## src/rtl/stream_mux_nx1_if.sv

```systemverilog
// Stream bundle shared by the N:1 mux and its producers/consumer.
// The mux sits on the slave side and the environment on the master side.
interface stream_mux_nx1_if #(
  parameter int N  = 4,
  parameter int W  = 8,
  parameter int SW = $clog2(N)
);
  logic [N*W-1:0] in_data;
  logic [N-1:0]   in_valid;
  logic [N-1:0]   in_ready;
  logic [W-1:0]   out_data;
  logic           out_valid;
  logic           out_ready;
  logic [SW-1:0]  out_chan;

  modport master (
    output in_data, in_valid, out_ready,
    input  in_ready, out_data, out_valid, out_chan
  );

  modport slave (
    input  in_data, in_valid, out_ready,
    output in_ready, out_data, out_valid, out_chan
  );
endinterface

```

## src/rtl/stream_mux_nx1.sv

```systemverilog
// N:1 valid/ready stream multiplexer with one registered output stage.
// Channel choice is either an external select or round-robin among valid inputs.
module stream_mux_nx1 #(
  parameter int N  = 4,
  parameter int W  = 8,
  parameter int SW = $clog2(N)
) (
  input  logic            clk,
  input  logic            rst_n,
  input  logic            mode,
  input  logic [SW-1:0]   sel,
  stream_mux_nx1_if.slave bus
);

  logic [N-1:0]  grant;
  logic [SW-1:0] gidx;
  logic          found;
  logic [W-1:0]  mux_data;
  logic          load_en;
  logic          xfer;
  logic [SW-1:0] rr_ptr;

  assign load_en = !bus.out_valid || bus.out_ready;

  always_comb begin : grant_logic
    int unsigned idx;
    logic [SW-1:0] cand;
    grant = '0;
    gidx  = '0;
    found = 1'b0;
    idx   = '0;
    cand  = '0;
    if (!mode) begin
      // An out-of-range select simply yields no grant.
      if (int'(sel) < N) begin
        if (bus.in_valid[sel]) begin
          grant[sel] = 1'b1;
          gidx       = sel;
          found      = 1'b1;
        end
      end
    end else begin
      for (int unsigned k = 0; k < unsigned'(N); k++) begin
        idx = 32'(rr_ptr) + k;
        if (idx >= unsigned'(N)) idx = idx - unsigned'(N);
        cand = SW'(idx);
        if (!found && bus.in_valid[cand]) begin
          grant[cand] = 1'b1;
          gidx        = cand;
          found       = 1'b1;
        end
      end
    end
  end

  // Only the granted lane is selected, so idle lanes never reach the output.
  always_comb begin
    mux_data = '0;
    for (int unsigned i = 0; i < unsigned'(N); i++) begin
      if (grant[i]) mux_data = bus.in_data[i*W +: W];
    end
  end

  assign bus.in_ready = rst_n ? (grant & {N{load_en}}) : '0;
  assign xfer         = |(bus.in_valid & bus.in_ready);

  always_ff @(posedge clk or negedge rst_n) begin
    if (!rst_n) begin
      bus.out_valid <= 1'b0;
      bus.out_data  <= '0;
      bus.out_chan  <= '0;
      rr_ptr        <= '0;
    end else if (load_en) begin
      if (xfer) begin
        bus.out_valid <= 1'b1;
        bus.out_data  <= mux_data;
        bus.out_chan  <= gidx;
        if (mode) rr_ptr <= (gidx == SW'(N-1)) ? '0 : gidx + 1'b1;
      end else begin
        bus.out_valid <= 1'b0;
      end
    end
  end

endmodule
```

## src/flat_wrapper.sv

```systemverilog
// flat-port wrapper written by rule: the top's interface ports become plain ports
module stream_mux_nx1_flat 
#(
  parameter int N  = 4,
  parameter int W  = 8,
  parameter int SW = $clog2(N)
)
  (clk, rst_n, mode, sel, bus_in_data, bus_in_valid, bus_out_ready, bus_in_ready, bus_out_data, bus_out_valid, bus_out_chan);
  stream_mux_nx1_if #(.N(N), .W(W), .SW(SW)) bus_i ();
  input  logic clk;
  input  logic rst_n;
  input  logic mode;
  input  logic [SW-1:0] sel;
  input wire logic [$bits(bus_i.in_data)-1:0] bus_in_data;
  input wire logic [$bits(bus_i.in_valid)-1:0] bus_in_valid;
  input wire logic [$bits(bus_i.out_ready)-1:0] bus_out_ready;
  output wire logic [$bits(bus_i.in_ready)-1:0] bus_in_ready;
  output wire logic [$bits(bus_i.out_data)-1:0] bus_out_data;
  output wire logic [$bits(bus_i.out_valid)-1:0] bus_out_valid;
  output wire logic [$bits(bus_i.out_chan)-1:0] bus_out_chan;
  assign bus_i.in_data = bus_in_data;
  assign bus_i.in_valid = bus_in_valid;
  assign bus_i.out_ready = bus_out_ready;
  assign bus_in_ready = bus_i.in_ready;
  assign bus_out_data = bus_i.out_data;
  assign bus_out_valid = bus_i.out_valid;
  assign bus_out_chan = bus_i.out_chan;
  stream_mux_nx1 #(.N(N), .W(W), .SW(SW)) u_core (.clk(clk), .rst_n(rst_n), .mode(mode), .sel(sel), .bus(bus_i));
endmodule
```

## config.mk

```make
export PLATFORM = sky130hd
export DESIGN_NAME = stream_mux_nx1_flat
export DESIGN_NICKNAME = d
export VERILOG_FILES = /design/src/rtl/stream_mux_nx1_if.sv /design/src/rtl/stream_mux_nx1.sv /design/src/flat_wrapper.sv
export SDC_FILE = /design/constraint.sdc
export NUM_CORES = 1
export LEC_CHECK = 0
export ABC_AREA = 1
export BUFFER_PORTS_ARGS = -buffer_cell sky130_fd_sc_hd__clkbuf_2
export CAP_MARGIN = 10
export CORE_ASPECT_RATIO = 0.8
export CORE_UTILIZATION = 55
export DETAILED_ROUTE_END_ITERATION = 7
export PLACE_DENSITY = 0.86
export RECOVER_POWER = 50
export SLEW_MARGIN = 5
export SYNTH_ARGS = -nofsm -noshare
export SYNTH_HDL_FRONTEND = slang
export SYNTH_SLANG_ARGS = --single-unit
export TNS_END_PERCENT = 20
```

## constraint.sdc

```tcl
create_clock -name clk -period 5.3 [get_ports clk]
set_input_delay 0.795 -clock clk [delete_from_list [all_inputs] [get_ports clk]]
set_output_delay 0.795 -clock clk [all_outputs]
set_load 0.05 [all_outputs]
```

==> summary.md, run 1 <==
| Metric | Value |
|---|---|
| Largest net degree at the start of global routing | `20` |
| Routed wire length per instance | `11.5 um` |
| Library cell used as clock root buffer | `clkbuf_8` |
| Kind of start point of the critical path | `flip-flop` |
| EDFF count, synth | `0` |
| Post-synth top area share | `19.6%` |
| Drt first-iter violations | `107` |
| Actual transition at the worst max-transition pin | `0.677 ns` |
| Global placement routability congestion | `1.02` |
| Count of clock tree sinks | `13` |
| Required time reported for the critical path endpoint | `4.51 ns` |
| Floorplan core area | `0.00281 mm2` |
| Number of cells produced by synthesis | `262` |
| Critical Path Sink Type | `output port` |
| Worst path max stage delay | `0.65 ns` |
| Clock skew after layout | `0.000820 ns` |
| Crit path to | `bus_in_ready[2]` |
| Synthesis Warnings | `0` |
| Number of hold buffers added after CTS | `0` |
| Largest area contributor in the synthesized netlist | `nand2_1` |
| Number of nets in the synthesized netlist | `310` |
| Die Footprint | `0.00325 mm2` |
| Post-layout minimum cycle time | `3.68 ns` |
| Overall fraction of global-route tracks in use | `26.1%` |
| Number of nets with antenna violations after detailed routing | `0` |
| Average size of a mapped cell | `6.35 um2` |
| Total negative slack for setup checks | `0 ns` |
| I/O Pins | `57` |
| Number of nets in the finished design | `365` |
| Ratio of cells with drive above 1 in the final layout | `32.6%` |
| Most area-consuming cells after synthesis | `nand2_1 (20%), dfrtp_1 (20%), nand2_2 (11%), nand3_1 (7.5%), inv_1 (5.2%)` |
| Crit Path Max Fanout | `13` |
| Clock insertion delay at the later pin of the skew report | `0.23 ns` |
| Vertical extent of the die | `51.2 um` |
| Post-DP HPWL | `3330 um` |
| Slowest cell on crit path | `dfrtp_1` |
| Synth Register Bits | `13` |
| Initial antenna violation count | `0` |
| Setup Buffers After CTS | `0` |
| Worst relative slew slack | `54.9%` |
| Clock tree from TritonCTS | `built` |
| Final clock period utilization by the worst path | `69.4%` |
| Total power density per cell area | `577 mW/mm2` |
| Outcome | `finished, final reports clean` |
| Post-synth ARST share | `100%` |
| CTS H-Tree Depth | `1` |
| PostCTS Resize Cnt | `0` |
| First-pass GRT wire length | `6690 um` |
| R2R Setup Slk | `2.45 ns` |
| Highest Clock Rate | `0.272 GHz` |
| CP Launch Point | `u_core.rr_ptr[0]` |
| Number of vias per cell after detailed routing | `5.09` |
| Fraction of the yosys area taken by sequential cells | `19.5%` |
| Worst r2r dst | `u_core.bus.out_data[1]` |
| Die X-Extent | `63.5 um` |
| Starting density of the core | `59.3%` |
| Site row count | `17` |
| Global route overflow | `0` |
| Number of antenna diodes | `0` |
| Area of the mapped netlist | `0.00166 mm2` |
| Reg-to-reg startpoint | `u_core.rr_ptr[0]` |
| Hold Fails Final Rpt | `0` |
| Reg clk slew, reported paths | `0.05 ns` |
| Count of endpoints failing setup in the final report | `0` |
| Number of pins exceeding their max-slew limit in the final report | `0` |
| Area grow syn2layout | `18.2%` |
| Worst setup path category | `reg -> out` |
| Residual DRC count | `0` |
| Peak ir drop on the vdd network | `0.000293 V` |
| Class of the worst hold path | `reg -> reg` |
| Vias | `1,803` |
| Cell with the most instances after synthesis | `nand2_1` |
| Bufs on Longest Clock Path | `2` |
| Depth of the most critical reg-to-reg path | `17` |
| Dominant synthesized flop cell | `dfrtp_1` |
| Critical path data arrival time | `2.88 ns` |
| Cells along the critical path | `inv_6 -> ha_1 -> inv_1 -> nand3_1 -> nand2_4 -> nand3_2 -> nor2_4 -> nand2_1 -> nand3_1 -> nand2_1 -> nor2_1 -> clkbuf_2` |
| Vias in the first global route | `1,523` |
| Total Routed Length | `4070 um` |
| Total leakage power | `1.10 nW` |
| 1st-pass router iterations | `4` |
| Final cell utilization of the core | `70.1%` |
| Buffers added on ports | `56` |
| Unrepaired setup endpoints after global routing | `no` |
| Library cells used by synthesis | `31` |
| Number of CTS-inserted buffers | `3` |
| Synth top cells by count | `nand2_1 (87), nand2_2 (29), nand3_1 (25)` |
| Reported max-cap violation count | `0` |
-- through the flow --
stage	area (um2)	total power, mW	hold slack [ns]	worst slack (ns)	instances
final	1970	1.14	0.495	1.62	354
after global routing	1970	1.24	0.507	1.46	354
after CTS	1980	1.14	0.452	1.64	354
after detailed placement	1930	1.05	0.484	1.92	350
after global placement	1930	1.03	0.474	2.02	350
after floorplan	1660	0.903	0.499	1.94	262
-- worst max-delay path: cells and delay by family, from the launching register on --
kind | cells | cell delay (ns)
fa+ha+maj | 1 | 0.40
simple gates | 8 | 1.05
buf+inv | 3 | 0.53
flops | 1 | 0.65
-- where the power goes --
| group | leakage, nW | internal [mW] | switching (mW) |
|---|---|---|---|
| clock network | 0.0228 | 0.0529 | 0.0322 |
| logic | 0.915 | 0.250 | 0.603 |
| registers | 0.164 | 0.144 | 0.0528 |
-- per-layer routing --
layer	track usage [%]	part of all wire [%]
met1	38.5	50
met2	42.0	46
met3	0.893	4.2
met4	5.68	0
met5	0	0
-- registers in the layout, indices dropped and copies added (netlist names) --
signal	cells
u_core.bus.out_valid	1
u_core.rr_ptr	2
u_core.bus.out_data	8
u_core.bus.out_chan	2
-- cell type report --
cell class	count	area [um2]
sequential	13	325
inverter	27	106
timing repair buffer	56	270
tap	38	47.5
fill	282	841
clock buffer	4	45.0
multi-input combinational	216	1170
-- cell families (layout without fill, tap and decap cells) --
| group | after synthesis | count (layout) | share of synthesized area (%) |
|---|---|---|---|
| adder cells (fa/ha/maj) | 6 | 6 | 4.51 |
| buffers and inverters | 33 | 87 | 10.0 |
| flip-flops | 13 | 13 | 19.5 |
| AO/OA/AOI/OAI | 23 | 23 | 8.19 |
| XOR/XNOR | 1 | 1 | 0.526 |
| AND/OR/NAND/NOR | 186 | 186 | 57.2 |
-- worst min-delay path by stage --
stage / start / endpoint / slack (ns) / cells after the start
5_1_grt: u_core.bus.out_data[0] / u_core.bus.out_data[0] / 0.51 / 2
2_1_floorplan: rst_n / u_core.bus.out_chan[0] / 0.50 / 0
4_1_cts: rst_n / u_core.bus.out_data[6] / 0.45 / 1
3_3_place_gp: u_core.bus.out_chan[1] / u_core.bus.out_chan[1] / 0.47 / 2
3_5_place_dp: u_core.bus.out_chan[1] / u_core.bus.out_chan[1] / 0.48 / 2
6_report: u_core.bus.out_data[5] / u_core.bus.out_data[5] / 0.50 / 2
-- cell usage in the layout (no fill, tap or decap), drive strengths merged --
cell / synthesis / layout
nand4: 4 / 4
nor2: 29 / 29
ha: 6 / 6
dfrtp: 13 / 13
o31ai: 2 / 2
xnor2: 1 / 1
o21ai: 13 / 13
a21boi: 2 / 2
clkbuf: 0 / 60
inv: 27 / 27
nor3: 1 / 1
nand2: 120 / 120
a21oi: 6 / 6
nand3b: 1 / 1
nand3: 31 / 31
Note: power is estimated with default switching activity, not from simulation.
==> run 2, diff against run 1 <==
--- a/config.mk
+++ b/config.mk
@@ -9,9 +9,9 @@
 export BUFFER_PORTS_ARGS = -buffer_cell sky130_fd_sc_hd__clkbuf_2
 export CAP_MARGIN = 10
 export CORE_ASPECT_RATIO = 0.8
-export CORE_UTILIZATION = 55
+export CORE_UTILIZATION = 51
 export DETAILED_ROUTE_END_ITERATION = 7
-export PLACE_DENSITY = 0.86
+export PLACE_DENSITY = 0.81
 export RECOVER_POWER = 50
 export SLEW_MARGIN = 5
 export SYNTH_ARGS = -nofsm -noshare
==> constraint.sdc (replaced) <==
create_clock -name clk -period 3.8 [get_ports clk]
set_input_delay 0.57 -clock clk [delete_from_list [all_inputs] [get_ports clk]]
set_output_delay 0.57 -clock clk [all_outputs]
set_load 0.05 [all_outputs]
==> run 2 against run 1 <==
Against the previous run:
- register-to-register slack worse by 1.6 ns
- count of clock-buffer cells in the layout unchanged
- global-route usage down 1.1 points
- worst setup slack worse by 1.3 ns
- utilization down 6.7 points
- power up 39%
- via count up 0.89%
- critical path type unchanged
- largest cell class unchanged
==> summary.md, run 2 (synthesized netlist as in run 1, its figures left out) <==
| Metric | Value |
|---|---|
| Count of endpoints failing setup in the final report | `0 (unchanged)` |
| Placed Cells incl. Taps | `352 (+0.57%)` |
| Highest Clock Rate | `0.290 GHz` |
| Number of antenna diodes | `0 (unchanged)` |
| Crit Path Max Fanout | `13 (unchanged)` |
| Largest net degree at the start of global routing | `20 (unchanged)` |
| Site row count | `18 (+1)` |
| Total negative slack for setup checks | `0 ns (unchanged)` |
| Register with the highest flop count | `u_core.bus.out_data` |
| Actual transition at the worst max-transition pin | `0.699 ns (+0.0227 ns)` |
| Starting density of the core | `53.5% (-5.7 points)` |
| Global route overflow | `0 (unchanged)` |
| Routed wire length per instance | `11.7 um (+1.5%)` |
| Peak ir drop on the vdd network | `0.000286 V (-2.5%)` |
| Number of vias per cell after detailed routing | `5.11 (+0.32%)` |
| Final clock period utilization by the worst path | `90.7%` |
| Number of flip-flops in the largest register | `8 (unchanged)` |
| CTS H-Tree Depth | `1 (unchanged)` |
| Class of the worst hold path | `in -> async` |
| Total power density per cell area | `803 mW/mm2 (+39%)` |
| Clock skew after layout | `0.000749 ns (-0.0000712 ns)` |
| Drt first-iter violations | `127 (+19%)` |
| Residual DRC count | `0 (unchanged)` |
| Worst relative slew slack | `53.4% (-1.5 points)` |
| Post-route worst hold slack | `0.353 ns (-0.143 ns)` |
| Reg clk slew, reported paths | `0.05 ns (about the same)` |
| Total Routed Length | `4150 um (+2.1%)` |
| Vertical extent of the die | `53.1 um (+3.7%)` |
| Kind of start point of the critical path | `flip-flop` |
| Reported max-cap violation count | `0 (unchanged)` |
| Critical path data arrival time | `2.88 ns (about the same)` |
| Worst path max stage delay | `0.65 ns (about the same)` |
| Number of nets in the finished design | `365 (unchanged)` |
| Buffers added on ports | `56 (unchanged)` |
| Number of non-filler instances in the completed layout | `356 (+0.56%)` |
| Ratio of cells with drive above 1 in the final layout | `32.6% (unchanged)` |
| Floorplan core area | `0.00311 mm2 (+11%)` |
| Area grow syn2layout | `18.3%` |
| Number of CTS-inserted buffers | `3 (unchanged)` |
| Clock tree from TritonCTS | `built` |
| Initial antenna violation count | `0 (unchanged)` |
| Most frequent standard cell in the layout excluding fill and tap cells | `nand2_1` |
| Post-DP HPWL | `3380 um (+1.6%)` |
| Post-layout minimum cycle time | `3.45 ns` |
| Bufs on Longest Clock Path | `2 (unchanged)` |
| Number of pins exceeding their max-slew limit in the final report | `0 (unchanged)` |
| Cells along the critical path | `inv_6 -> ha_1 -> inv_1 -> nand3_1 -> nand2_4 -> nand3_2 -> nor2_4 -> nand2_1 -> nand3_1 -> nand2_1 -> nor2_1 -> clkbuf_2` |
| Overall fraction of global-route tracks in use | `25.0% (-1.1 points)` |
| Critical Path Sink Type | `output port` |
| Outcome | `finished, final reports clean` |
| Hold Fails Final Rpt | `0 (unchanged)` |
| Worst setup path category | `reg -> out` |
| Top Registers | `u_core.bus.out_data x8, u_core.bus.out_chan x2, u_core.rr_ptr x2` |
| Setup Buffers After CTS | `0 (unchanged)` |
| I/O Pins | `57 (unchanged)` |
| First-pass GRT wire length | `6750 um (+0.82%)` |
| 1st-pass router iterations | `4 (unchanged)` |
| PostCTS Resize Cnt | `0 (unchanged)` |
| Unrepaired setup endpoints after global routing | `no` |
| Vias in the first global route | `1,484 (-2.6%)` |
| Die X-Extent | `65.9 um (+3.7%)` |
| Global placement routability congestion | `1.01 (-0.89%)` |
| Library cell used as clock root buffer | `clkbuf_8` |
| Clock insertion delay at the later pin of the skew report | `0.24 ns (about the same)` |
| Number of nets with antenna violations after detailed routing | `0 (unchanged)` |
| Total leakage power | `1.10 nW (about the same)` |
| Number of hold buffers added after CTS | `0 (unchanged)` |
| Count of clock tree sinks | `13 (unchanged)` |
| Die Footprint | `0.00350 mm2 (+7.6%)` |
| Commonest cells after routing, fill and taps aside | `nand2_1 (87), clkbuf_2 (48), nand2_2 (29)` |
| Slowest cell on crit path | `dfrtp_1` |
| Vias | `1,819 (+0.89%)` |
| Required time reported for the critical path endpoint | `3.23 ns (-1.28 ns)` |
## run 2: cell counts in the layout (fill, tap and decap cells not counted)
Identical to the previous run, type by type.
## run 2: path summary, 6_finish.rpt
path | from | end | slack [ns] | cells past startpoint
max | u_core.rr_ptr[0] | bus_in_ready[2] | 0.35 | 12
min | rst_n | u_core.rr_ptr[1] | 0.35 | 1
max reg2reg | u_core.rr_ptr[0] | u_core.bus.out_data[7] | 0.90 | 16
min reg2reg | u_core.bus.out_data[2] | u_core.bus.out_data[2] | 0.49 | 2
max in group asynchronous | rst_n | u_core.bus.out_data[1] | 3.01 | 1
min in group clk | u_core.bus.out_data[2] | u_core.bus.out_data[2] | 0.49 | 2
## run 2: where the power goes
part           switching, mW  internal (mW)
logic                  0.842          0.349
clock network         0.0451         0.0738
registers             0.0711          0.202
## run 2: critical path, delay by kind of cell (launching register included)
kind / cells / cell delay [ns]
and+or+nand+nor: 8 / 1.07
DFF: 1 / 0.65
buffers and inverters: 3 / 0.51
adders and majority gates: 1 / 0.40
## run 2: per-layer routing
metal	global-route usage (%)	part of all wire [%]	vias up
met3	1.72	7.3	6
li1	-	-	938
met1	37.9	48	799
met4	6.52	1.2	0
met5	0	0	-
met2	37.4	44	76
## run 2: area by class of cell
type	count	area, um2
tap	40	50.0
inverter	27	106
timing repair buffer	56	270
fill	306	1140
multi-input combinational	216	1170
clock buffer	4	45.0
sequential	13	325
## run 2: stage by stage
step | utilization [%] | area, um2 | setup slack, ns | power, mW
after floorplan | - | 1660 | 0.664 | 1.26
after global placement | 62.2 | 1930 | 0.761 | 1.44
after detailed placement | 62.2 | 1930 | 0.651 | 1.46
after CTS | 63.7 | 1980 | 0.379 | 1.59
after global routing | 63.4 | 1970 | 0.130 | 1.72
final | 63.4 | 1970 | 0.354 | 1.58
